### config.mk
export PLATFORM = sky130hd
export DESIGN_NAME = seq_alu
export DESIGN_NICKNAME = d
export VERILOG_FILES = /design/src/rtl/gpp_pkg.sv /design/src/rtl/seq_alu_muldiv.sv /design/src/rtl/seq_alu.sv
export SDC_FILE = /design/constraint.sdc
export NUM_CORES = 1
export LEC_CHECK = 0
export ABC_AREA = 1
export CAP_MARGIN = 20
export CELL_PAD_IN_SITES_DETAIL_PLACEMENT = 1
export CELL_PAD_IN_SITES_GLOBAL_PLACEMENT = 1
export CORE_MARGIN = 1.5
export CORE_UTILIZATION = 43
export CTS_CLUSTER_SIZE = 14
export DETAILED_ROUTE_END_ITERATION = 16
export PLACE_DENSITY = 0.77
export SLEW_MARGIN = 40
export SYNTH_ARGS = -nofsm -noshare
export SYNTH_HDL_FRONTEND = slang
export SYNTH_HIERARCHICAL = 1
export SYNTH_SLANG_ARGS = --single-unit
### constraint.sdc
create_clock -name clk -period 4.1 [get_ports clk]
set_input_delay 0.615 -clock clk [delete_from_list [all_inputs] [get_ports clk]]
set_output_delay 0.615 -clock clk [all_outputs]
set_load 0.02 [all_outputs]
### src/rtl/gpp_pkg.sv
// Shared definitions for the accumulator datapath: default width, ALU opcodes and
// the sequential ALU state encoding.
package gpp_pkg;

    localparam int DEF_WIDTH = 16;

    localparam logic [3:0] OP_ADD = 4'h0;
    localparam logic [3:0] OP_SUB = 4'h1;
    localparam logic [3:0] OP_AND = 4'h2;
    localparam logic [3:0] OP_OR  = 4'h3;
    localparam logic [3:0] OP_XOR = 4'h4;
    localparam logic [3:0] OP_NOT = 4'h5;
    localparam logic [3:0] OP_SHL = 4'h6;
    localparam logic [3:0] OP_SHR = 4'h7;
    localparam logic [3:0] OP_INC = 4'h8;
    localparam logic [3:0] OP_DEC = 4'h9;
    localparam logic [3:0] OP_CMP = 4'hA;
    localparam logic [3:0] OP_MUL = 4'hB;
    localparam logic [3:0] OP_DIV = 4'hC;
    localparam logic [3:0] OP_MOD = 4'hD;

    typedef enum logic [1:0] {
        ST_IDLE = 2'd0,
        ST_ITER = 2'd1,
        ST_DONE = 2'd2
    } alu_state_t;

endpackage

### src/rtl/seq_alu_muldiv.sv
// Iterative unsigned multiply (shift-add) and restoring divide datapath.
// Both run in lockstep on every step; the FSM picks whichever result it needs.
module seq_alu_muldiv
    import gpp_pkg::*;
#(
    parameter int WIDTH = DEF_WIDTH,
    parameter int CNT_W = 5
) (
    input  logic               clk,
    input  logic               rst,
    input  logic               load,
    input  logic               step,
    input  logic [WIDTH-1:0]   operand_a,
    input  logic [WIDTH-1:0]   operand_b,
    output logic               last,
    output logic [2*WIDTH-1:0] product,
    output logic [WIDTH-1:0]   quotient,
    output logic [WIDTH-1:0]   remainder
);

    logic [2*WIDTH-1:0] prod_reg;
    logic [2*WIDTH-1:0] mcand_reg;
    logic [WIDTH-1:0]   mplier_reg;
    logic [WIDTH-1:0]   rem_reg;
    logic [WIDTH-1:0]   quot_reg;
    logic [WIDTH-1:0]   divisor_reg;
    logic [CNT_W-1:0]   cnt_reg;

    logic [WIDTH:0]     rem_shift;
    logic [WIDTH:0]     trial;

    // Partial remainder shifted left with the next dividend bit brought in.
    assign rem_shift = {rem_reg, quot_reg[WIDTH-1]};
    assign trial     = rem_shift - {1'b0, divisor_reg};

    always_ff @(posedge clk) begin
        if (rst) begin
            prod_reg    <= '0;
            mcand_reg   <= '0;
            mplier_reg  <= '0;
            rem_reg     <= '0;
            quot_reg    <= '0;
            divisor_reg <= '0;
            cnt_reg     <= '0;
        end else if (load) begin
            prod_reg    <= '0;
            mcand_reg   <= {{WIDTH{1'b0}}, operand_a};
            mplier_reg  <= operand_b;
            rem_reg     <= '0;
            quot_reg    <= operand_a;
            divisor_reg <= operand_b;
            cnt_reg     <= CNT_W'(WIDTH);
        end else if (step) begin
            if (mplier_reg[0]) begin
                prod_reg <= prod_reg + mcand_reg;
            end
            mcand_reg  <= mcand_reg << 1;
            mplier_reg <= mplier_reg >> 1;
            if (!trial[WIDTH]) begin
                rem_reg  <= trial[WIDTH-1:0];
                quot_reg <= {quot_reg[WIDTH-2:0], 1'b1};
            end else begin
                rem_reg  <= rem_shift[WIDTH-1:0];
                quot_reg <= {quot_reg[WIDTH-2:0], 1'b0};
            end
            cnt_reg <= cnt_reg - CNT_W'(1);
        end
    end

    assign last      = (cnt_reg == CNT_W'(1));
    assign product   = prod_reg;
    assign quotient  = quot_reg;
    assign remainder = rem_reg;

endmodule

### src/rtl/seq_alu.sv
// Multi-cycle ALU between the register file accumulator and X/Y outputs.
// Single-cycle ops finish one cycle after acceptance; MUL/DIV/MOD iterate WIDTH steps.
module seq_alu
    import gpp_pkg::*;
#(
    parameter int WIDTH = DEF_WIDTH,
    parameter int CNT_W = 5
) (
    input  logic             clk,
    input  logic             rst,
    input  logic             start,
    input  logic [3:0]       opcode,
    input  logic [WIDTH-1:0] operand_a,
    input  logic [WIDTH-1:0] operand_b,
    output logic             busy,
    output logic             done,
    output logic [WIDTH-1:0] result,
    output logic             acc_write,
    output logic             flag_z,
    output logic             flag_n,
    output logic             flag_c,
    output logic             flag_v
);

    alu_state_t         state_reg;
    logic [3:0]         op_reg;
    logic [WIDTH-1:0]   a_reg;
    logic [WIDTH-1:0]   b_reg;

    logic               iter_op;
    logic               accept;
    logic               load;
    logic               step;
    logic               last;
    logic [2*WIDTH-1:0] product;
    logic [WIDTH-1:0]   quotient;
    logic [WIDTH-1:0]   remainder;

    logic [WIDTH-1:0]   b_eff;
    logic [3:0]         shamt;
    logic [WIDTH:0]     sum;
    logic [WIDTH:0]     diff;
    logic [WIDTH:0]     shl_wide;
    logic [WIDTH:0]     shr_wide;
    logic               b_zero;
    logic [WIDTH-1:0]   val_next;
    logic               c_next;
    logic               v_next;
    logic               wr_result;
    logic               wr_flags;

    // A divide by zero never enters ITER; it resolves in the DONE cycle.
    assign iter_op = (opcode == OP_MUL) ||
                     (((opcode == OP_DIV) || (opcode == OP_MOD)) && (operand_b != '0));
    assign accept  = (state_reg == ST_IDLE) && start && !done;
    assign load    = accept && iter_op;
    assign step    = (state_reg == ST_ITER);

    seq_alu_muldiv #(
        .WIDTH (WIDTH),
        .CNT_W (CNT_W)
    ) u_muldiv (
        .clk       (clk),
        .rst       (rst),
        .load      (load),
        .step      (step),
        .operand_a (operand_a),
        .operand_b (operand_b),
        .last      (last),
        .product   (product),
        .quotient  (quotient),
        .remainder (remainder)
    );

    assign b_eff    = ((op_reg == OP_INC) || (op_reg == OP_DEC)) ? WIDTH'(1) : b_reg;
    assign shamt    = b_reg[3:0];
    assign sum      = {1'b0, a_reg} + {1'b0, b_eff};
    assign diff     = {1'b0, a_reg} - {1'b0, b_eff};
    // The extra bit catches the last bit shifted out; it stays 0 for a zero shift.
    assign shl_wide = {1'b0, a_reg} << shamt;
    assign shr_wide = {a_reg, 1'b0} >> shamt;
    assign b_zero   = (b_reg == '0);

    always_comb begin
        val_next  = '0;
        c_next    = 1'b0;
        v_next    = 1'b0;
        wr_result = 1'b1;
        wr_flags  = 1'b1;
        case (op_reg)
            OP_ADD, OP_INC: begin
                val_next = sum[WIDTH-1:0];
                c_next   = sum[WIDTH];
                v_next   = (a_reg[WIDTH-1] == b_eff[WIDTH-1]) &&
                           (val_next[WIDTH-1] != a_reg[WIDTH-1]);
            end
            OP_SUB, OP_DEC, OP_CMP: begin
                val_next  = diff[WIDTH-1:0];
                c_next    = diff[WIDTH];
                v_next    = (a_reg[WIDTH-1] != b_eff[WIDTH-1]) &&
                            (val_next[WIDTH-1] != a_reg[WIDTH-1]);
                wr_result = (op_reg != OP_CMP);
            end
            OP_AND: val_next = a_reg & b_reg;
            OP_OR:  val_next = a_reg | b_reg;
            OP_XOR: val_next = a_reg ^ b_reg;
            OP_NOT: val_next = ~a_reg;
            OP_SHL: begin
                val_next = shl_wide[WIDTH-1:0];
                c_next   = shl_wide[WIDTH];
            end
            OP_SHR: begin
                val_next = shr_wide[WIDTH:1];
                c_next   = shr_wide[0];
            end
            OP_MUL: begin
                val_next = product[WIDTH-1:0];
                c_next   = |product[2*WIDTH-1:WIDTH];
                v_next   = c_next;
            end
            OP_DIV: begin
                val_next = b_zero ? '1 : quotient;
                v_next   = b_zero;
            end
            OP_MOD: begin
                val_next = b_zero ? a_reg : remainder;
                v_next   = b_zero;
            end
            default: begin
                wr_result = 1'b0;
                wr_flags  = 1'b0;
            end
        endcase
    end

    always_ff @(posedge clk) begin
        if (rst) begin
            state_reg <= ST_IDLE;
            op_reg    <= '0;
            a_reg     <= '0;
            b_reg     <= '0;
            busy      <= 1'b0;
            done      <= 1'b0;
            acc_write <= 1'b0;
            result    <= '0;
            flag_z    <= 1'b0;
            flag_n    <= 1'b0;
            flag_c    <= 1'b0;
            flag_v    <= 1'b0;
        end else begin
            done      <= 1'b0;
            acc_write <= 1'b0;
            case (state_reg)
                ST_IDLE: begin
                    if (accept) begin
                        op_reg    <= opcode;
                        a_reg     <= operand_a;
                        b_reg     <= operand_b;
                        busy      <= 1'b1;
                        state_reg <= iter_op ? ST_ITER : ST_DONE;
                    end
                end
                ST_ITER: begin
                    if (last) begin
                        state_reg <= ST_DONE;
                    end
                end
                ST_DONE: begin
                    done      <= 1'b1;
                    busy      <= 1'b0;
                    acc_write <= wr_result;
                    if (wr_result) begin
                        result <= val_next;
                    end
                    if (wr_flags) begin
                        flag_z <= (val_next == '0);
                        flag_n <= val_next[WIDTH-1];
                        flag_c <= c_next;
                        flag_v <= v_next;
                    end
                    state_reg <= ST_IDLE;
                end
                default: state_reg <= ST_IDLE;
            endcase
        end
    end

endmodule

==> run_results.csv <==
group,metric,value,unit
placed_design,hpwl,54400,µm
setup_path,r2r-end,"flag_z$_SDFFE_PP0P_",
drt,avgViaCountPerCell,5.60,
sta,fin_crit_sh,0.884,
drt,wirelength_met1,28000,µm
floorplan,io_pins,62,
clock_tree,clk_pin_slew,0.08,ns
setup_path,worstSetupPathType,"reg -> reg",
clock_tree,ctsHoldBuffers,0,
sta,setup_tns,0,ns
placed_design,globalplace.congestion,1.00,
sta,rsz0062_at_grt,"no",
synthesis,synth_xor_area_frac,0.0114,
hold_path,hp-class,"reg -> reg",
drt,ant_nets,0,
clock_tree,h-tree-depth,4,
drt,dr.pass1.iters,5,
sta,fin_hold_ws,0.479,ns
synthesis,yosysUniqueCellTypes,50,
global_routing,grt_antenna_before_repair,0,
layout,final_util,0.481,
flow_run,cap_viol_max_count,0,
setup_path,critPathArrivalTime,4.00,ns
global_routing,grt-ovfl-total,0,
layout,final_layout_size_suffix_gt1_frac,0.0549,
synthesis,synthMuxAreaShare,0,
drt,route.met3.wl,2890,µm
setup_path,start_kind,"flip-flop",
synthesis,synthArstFlopShare,0,
drt,drt-initial-drc-count,976,
layout,area_delta_synth_final,9.67,%
sta,finalSetupViolations,0,
setup_path,path_max_fanout,16,
clock_tree,cts_tree,"built",
clock_tree,clock_latency,0.45,ns
global_routing,grt_pass1_vias,18400,
sta,min_period,3.62,ns
synthesis,synth_top_family_by_area,"simple AND/OR/NAND/NOR gates",
clock_tree,cts.sinks,194,
sta,fin_worst_skew,0.0158,ns
clock_tree,cts_setup_buffers,0,
outcome,status,"finished clean",
synthesis,yosys.area_share.simple,0.374,
layout,nFillCells,5183,
drt,vias,17900,
synthesis,yosysSeqAreaShare,0.241,
clock_tree,clock_path_buffers,2,
setup_path,rr_startpoint,"op_reg[2]$_SDFFE_PP0P_",
pwr,vdd_drop_max,0.297,mV
synthesis,yosys.area_share.adder,0.0949,
global_routing,grt_pass1_wl,105000,µm
floorplan,die_y,197,µm
hold_path,hold_path_startpoint,"flag_c$_SDFFE_PP0P_",
synthesis,avgSynthCellArea,5.96,µm²
sta,worst_pin_slew,0.872,ns
sta,slew_headroom,0.412,
sta,fmax,0.276,GHz
drt,top_layer,"met4",
synthesis,synth-edff-count,0,
hold_path,hold_end,"flag_c$_SDFFE_PP0P_",
placed_design,port_buffers,61,
global_routing,grt_max_degree,74,
synthesis,syn_area,16100,µm²
setup_path,ff2ff_setup_slack,0.48,ns
synthesis,synth_ff_type,"dfxtp_1",
pwr,power,7.00,mW
drt,drt-total-wl,67900,µm
floorplan,core_area,36800,µm²
synthesis,yosys_warnings,6,
global_routing,grtUsageTotal,0.353,
floorplan,dieArea,38700,µm²
setup_path,cp-end-kind,"flip-flop",
drt,route.detailed.drc,0,
synthesis,synthCells,2707,
clock_tree,numCtsBuffers,17,
synthesis,syn-num-nets,2866,
synthesis,ys_ff_latch,194,
pwr,p_per_area,395,nW/µm²
clock_tree,root_buffer,"clkbuf_16",
pwr,p_leak,9.01,nW
setup_path,worstRegToRegCells,20,
drt,dr_wl_met2,33100,µm
drt,post_drt_wl_per_cell,21.2,µm
layout,nets,2880,
floorplan,die_w,197,µm
hold_path,whs_path_depth,2,
sta,hold_violations,0,
layout,antenna_cells,0,
setup_path,crit_required,4.48,ns
sta,report.final.slew_viol_count,0,
synthesis,synth_compound_area_frac,0.149,
clock_tree,cts_resized,0,
floorplan,initial_core_util,0.439,
floorplan,std_cell_rows,70,
through the flow:
stage	setup slack [ns]	std cells	area, µm²
2_1_floorplan	1.18	2707	16100
3_3_place_gp	0.558	3170	17100
3_5_place_dp	0.298	3170	17100
4_1_cts	0.266	3202	17700
5_1_grt	0.129	3202	17700
6_report	0.476	3202	17700
worst max path at each step:
| stage | from | end | slack, ns | depth (start not counted) |
|---|---|---|---|---|
| 6_report | op_reg[2]$_SDFFE_PP0P_ | flag_z$_SDFFE_PP0P_ | 0.48 | 20 |
| 5_1_grt | op_reg[2]$_SDFFE_PP0P_ | flag_z$_SDFFE_PP0P_ | 0.13 | 20 |
| 4_1_cts | op_reg[2]$_SDFFE_PP0P_ | flag_z$_SDFFE_PP0P_ | 0.27 | 20 |
| 3_5_place_dp | op_reg[2]$_SDFFE_PP0P_ | flag_z$_SDFFE_PP0P_ | 0.30 | 20 |
| 3_3_place_gp | op_reg[2]$_SDFFE_PP0P_ | flag_z$_SDFFE_PP0P_ | 0.56 | 22 |
| 2_1_floorplan | op_reg[2]$_SDFFE_PP0P_ | flag_z$_SDFFE_PP0P_ | 1.18 | 24 |
cell usage in the layout, fill, tap and decap left out, types with 13 or more instances in the layout:
cell,instances
xor2_1,19
buf_4,31
o21ai_0,155
ha_1,116
nand2_1,859
inv_1,412
nand3_1,229
dfxtp_1,194
a31oi_1,20
o22ai_1,15
clkbuf_16,17
o211ai_1,14
o21bai_1,18
nand2_2,14
nand4_1,16
nor3_1,18
o21ai_1,14
a21oi_1,153
nand2_4,15
nor2_1,219
clkdlybuf4s50_1,60
a21oi_2,13
layer usage:
metal	GRT usage	vias up
met2	0.622	460
met1	0.420	8702
met5	0	-
met3	0.0337	165
met4	0.195	0
li1	-	8610
critical path: stages, from the launching register on:
cell and delay [ns]:
dfxtp_1 0.53, inv_2 0.12, nand2_1 0.19, inv_1 0.08
nand2_2 0.28, nand2_1 0.15, ha_1 0.47, inv_1 0.17
nand2_1 0.12, inv_1 0.06, a21oi_1 0.13, nand2_1 0.16
nand2_1 0.14, nand3_1 0.09, nand3_1 0.11, nand2_1 0.06
nor2_1 0.25, nand2_1 0.10, nor2_1 0.12, nand3_1 0.10
a21oi_2 0.12
where the power goes:
group | switching, mW | internal, mW | leakage, nW | total, mW
logic | 2.13 | 0.920 | 7.13 | 3.05
clock network | 0.857 | 0.890 | 0.295 | 1.75
registers | 0.193 | 2.01 | 1.58 | 2.20
logic make-up (layout without fill, tap and decap cells):
logic type	after synthesis	after routing
adder cells (fa/ha/maj)	120	120
flip-flops	194	194
XOR/XNOR	21	21
AO/OA/AOI/OAI	428	428
AND/OR/NAND/NOR	1423	1423
buffers and inverters	521	548
final cells by class:
type	count	area, µm²	area share
multi-input cells	1992	10200	0.576
clock inverters	14	164	0.00926
inverters	424	1590	0.0900
flip-flops and latches	194	3880	0.219
clock buffers	18	439	0.0248
repair buffers	92	838	0.0474
well taps	468	586	0.0331
synthesized netlist by cell type, types with 2 or more instances:
cell / n / share of area
a21oi_1: 154 / 0.048
buf_1: 5 / 0.0012
nor3_1: 18 / 0.0056
o22ai_1: 16 / 0.0062
nand3_2: 12 / 0.0074
xnor2_1: 2 / 0.0011
o21ai_0: 155 / 0.048
nand3b_1: 9 / 0.0042
buf_2: 32 / 0.0099
o221ai_1: 12 / 0.0065
o211ai_1: 14 / 0.0065
inv_1: 414 / 0.096
clkbuf_1: 45 / 0.010
and2_1: 5 / 0.0019
nor4_1: 7 / 0.0027
or2_2: 3 / 0.0012
buf_6: 8 / 0.0056
nor2_1: 223 / 0.052
nand2_4: 15 / 0.010
o21a_1: 3 / 0.0014
o21ai_1: 14 / 0.0043
a21boi_0: 2 / 0.00093
inv_2: 9 / 0.0021
ha_1: 116 / 0.090
xor2_1: 19 / 0.010
o21bai_1: 18 / 0.0084
a21oi_2: 12 / 0.0065
buf_4: 6 / 0.0028
fa_1: 4 / 0.0050
nand2_1: 860 / 0.20
a31oi_1: 20 / 0.0078
nand3_1: 229 / 0.071
nor2_2: 9 / 0.0035
dfxtp_1: 194 / 0.24
nand4_1: 16 / 0.0062
nand2_2: 13 / 0.0050
No activity file was read; power rests on OpenSTA's default activity.
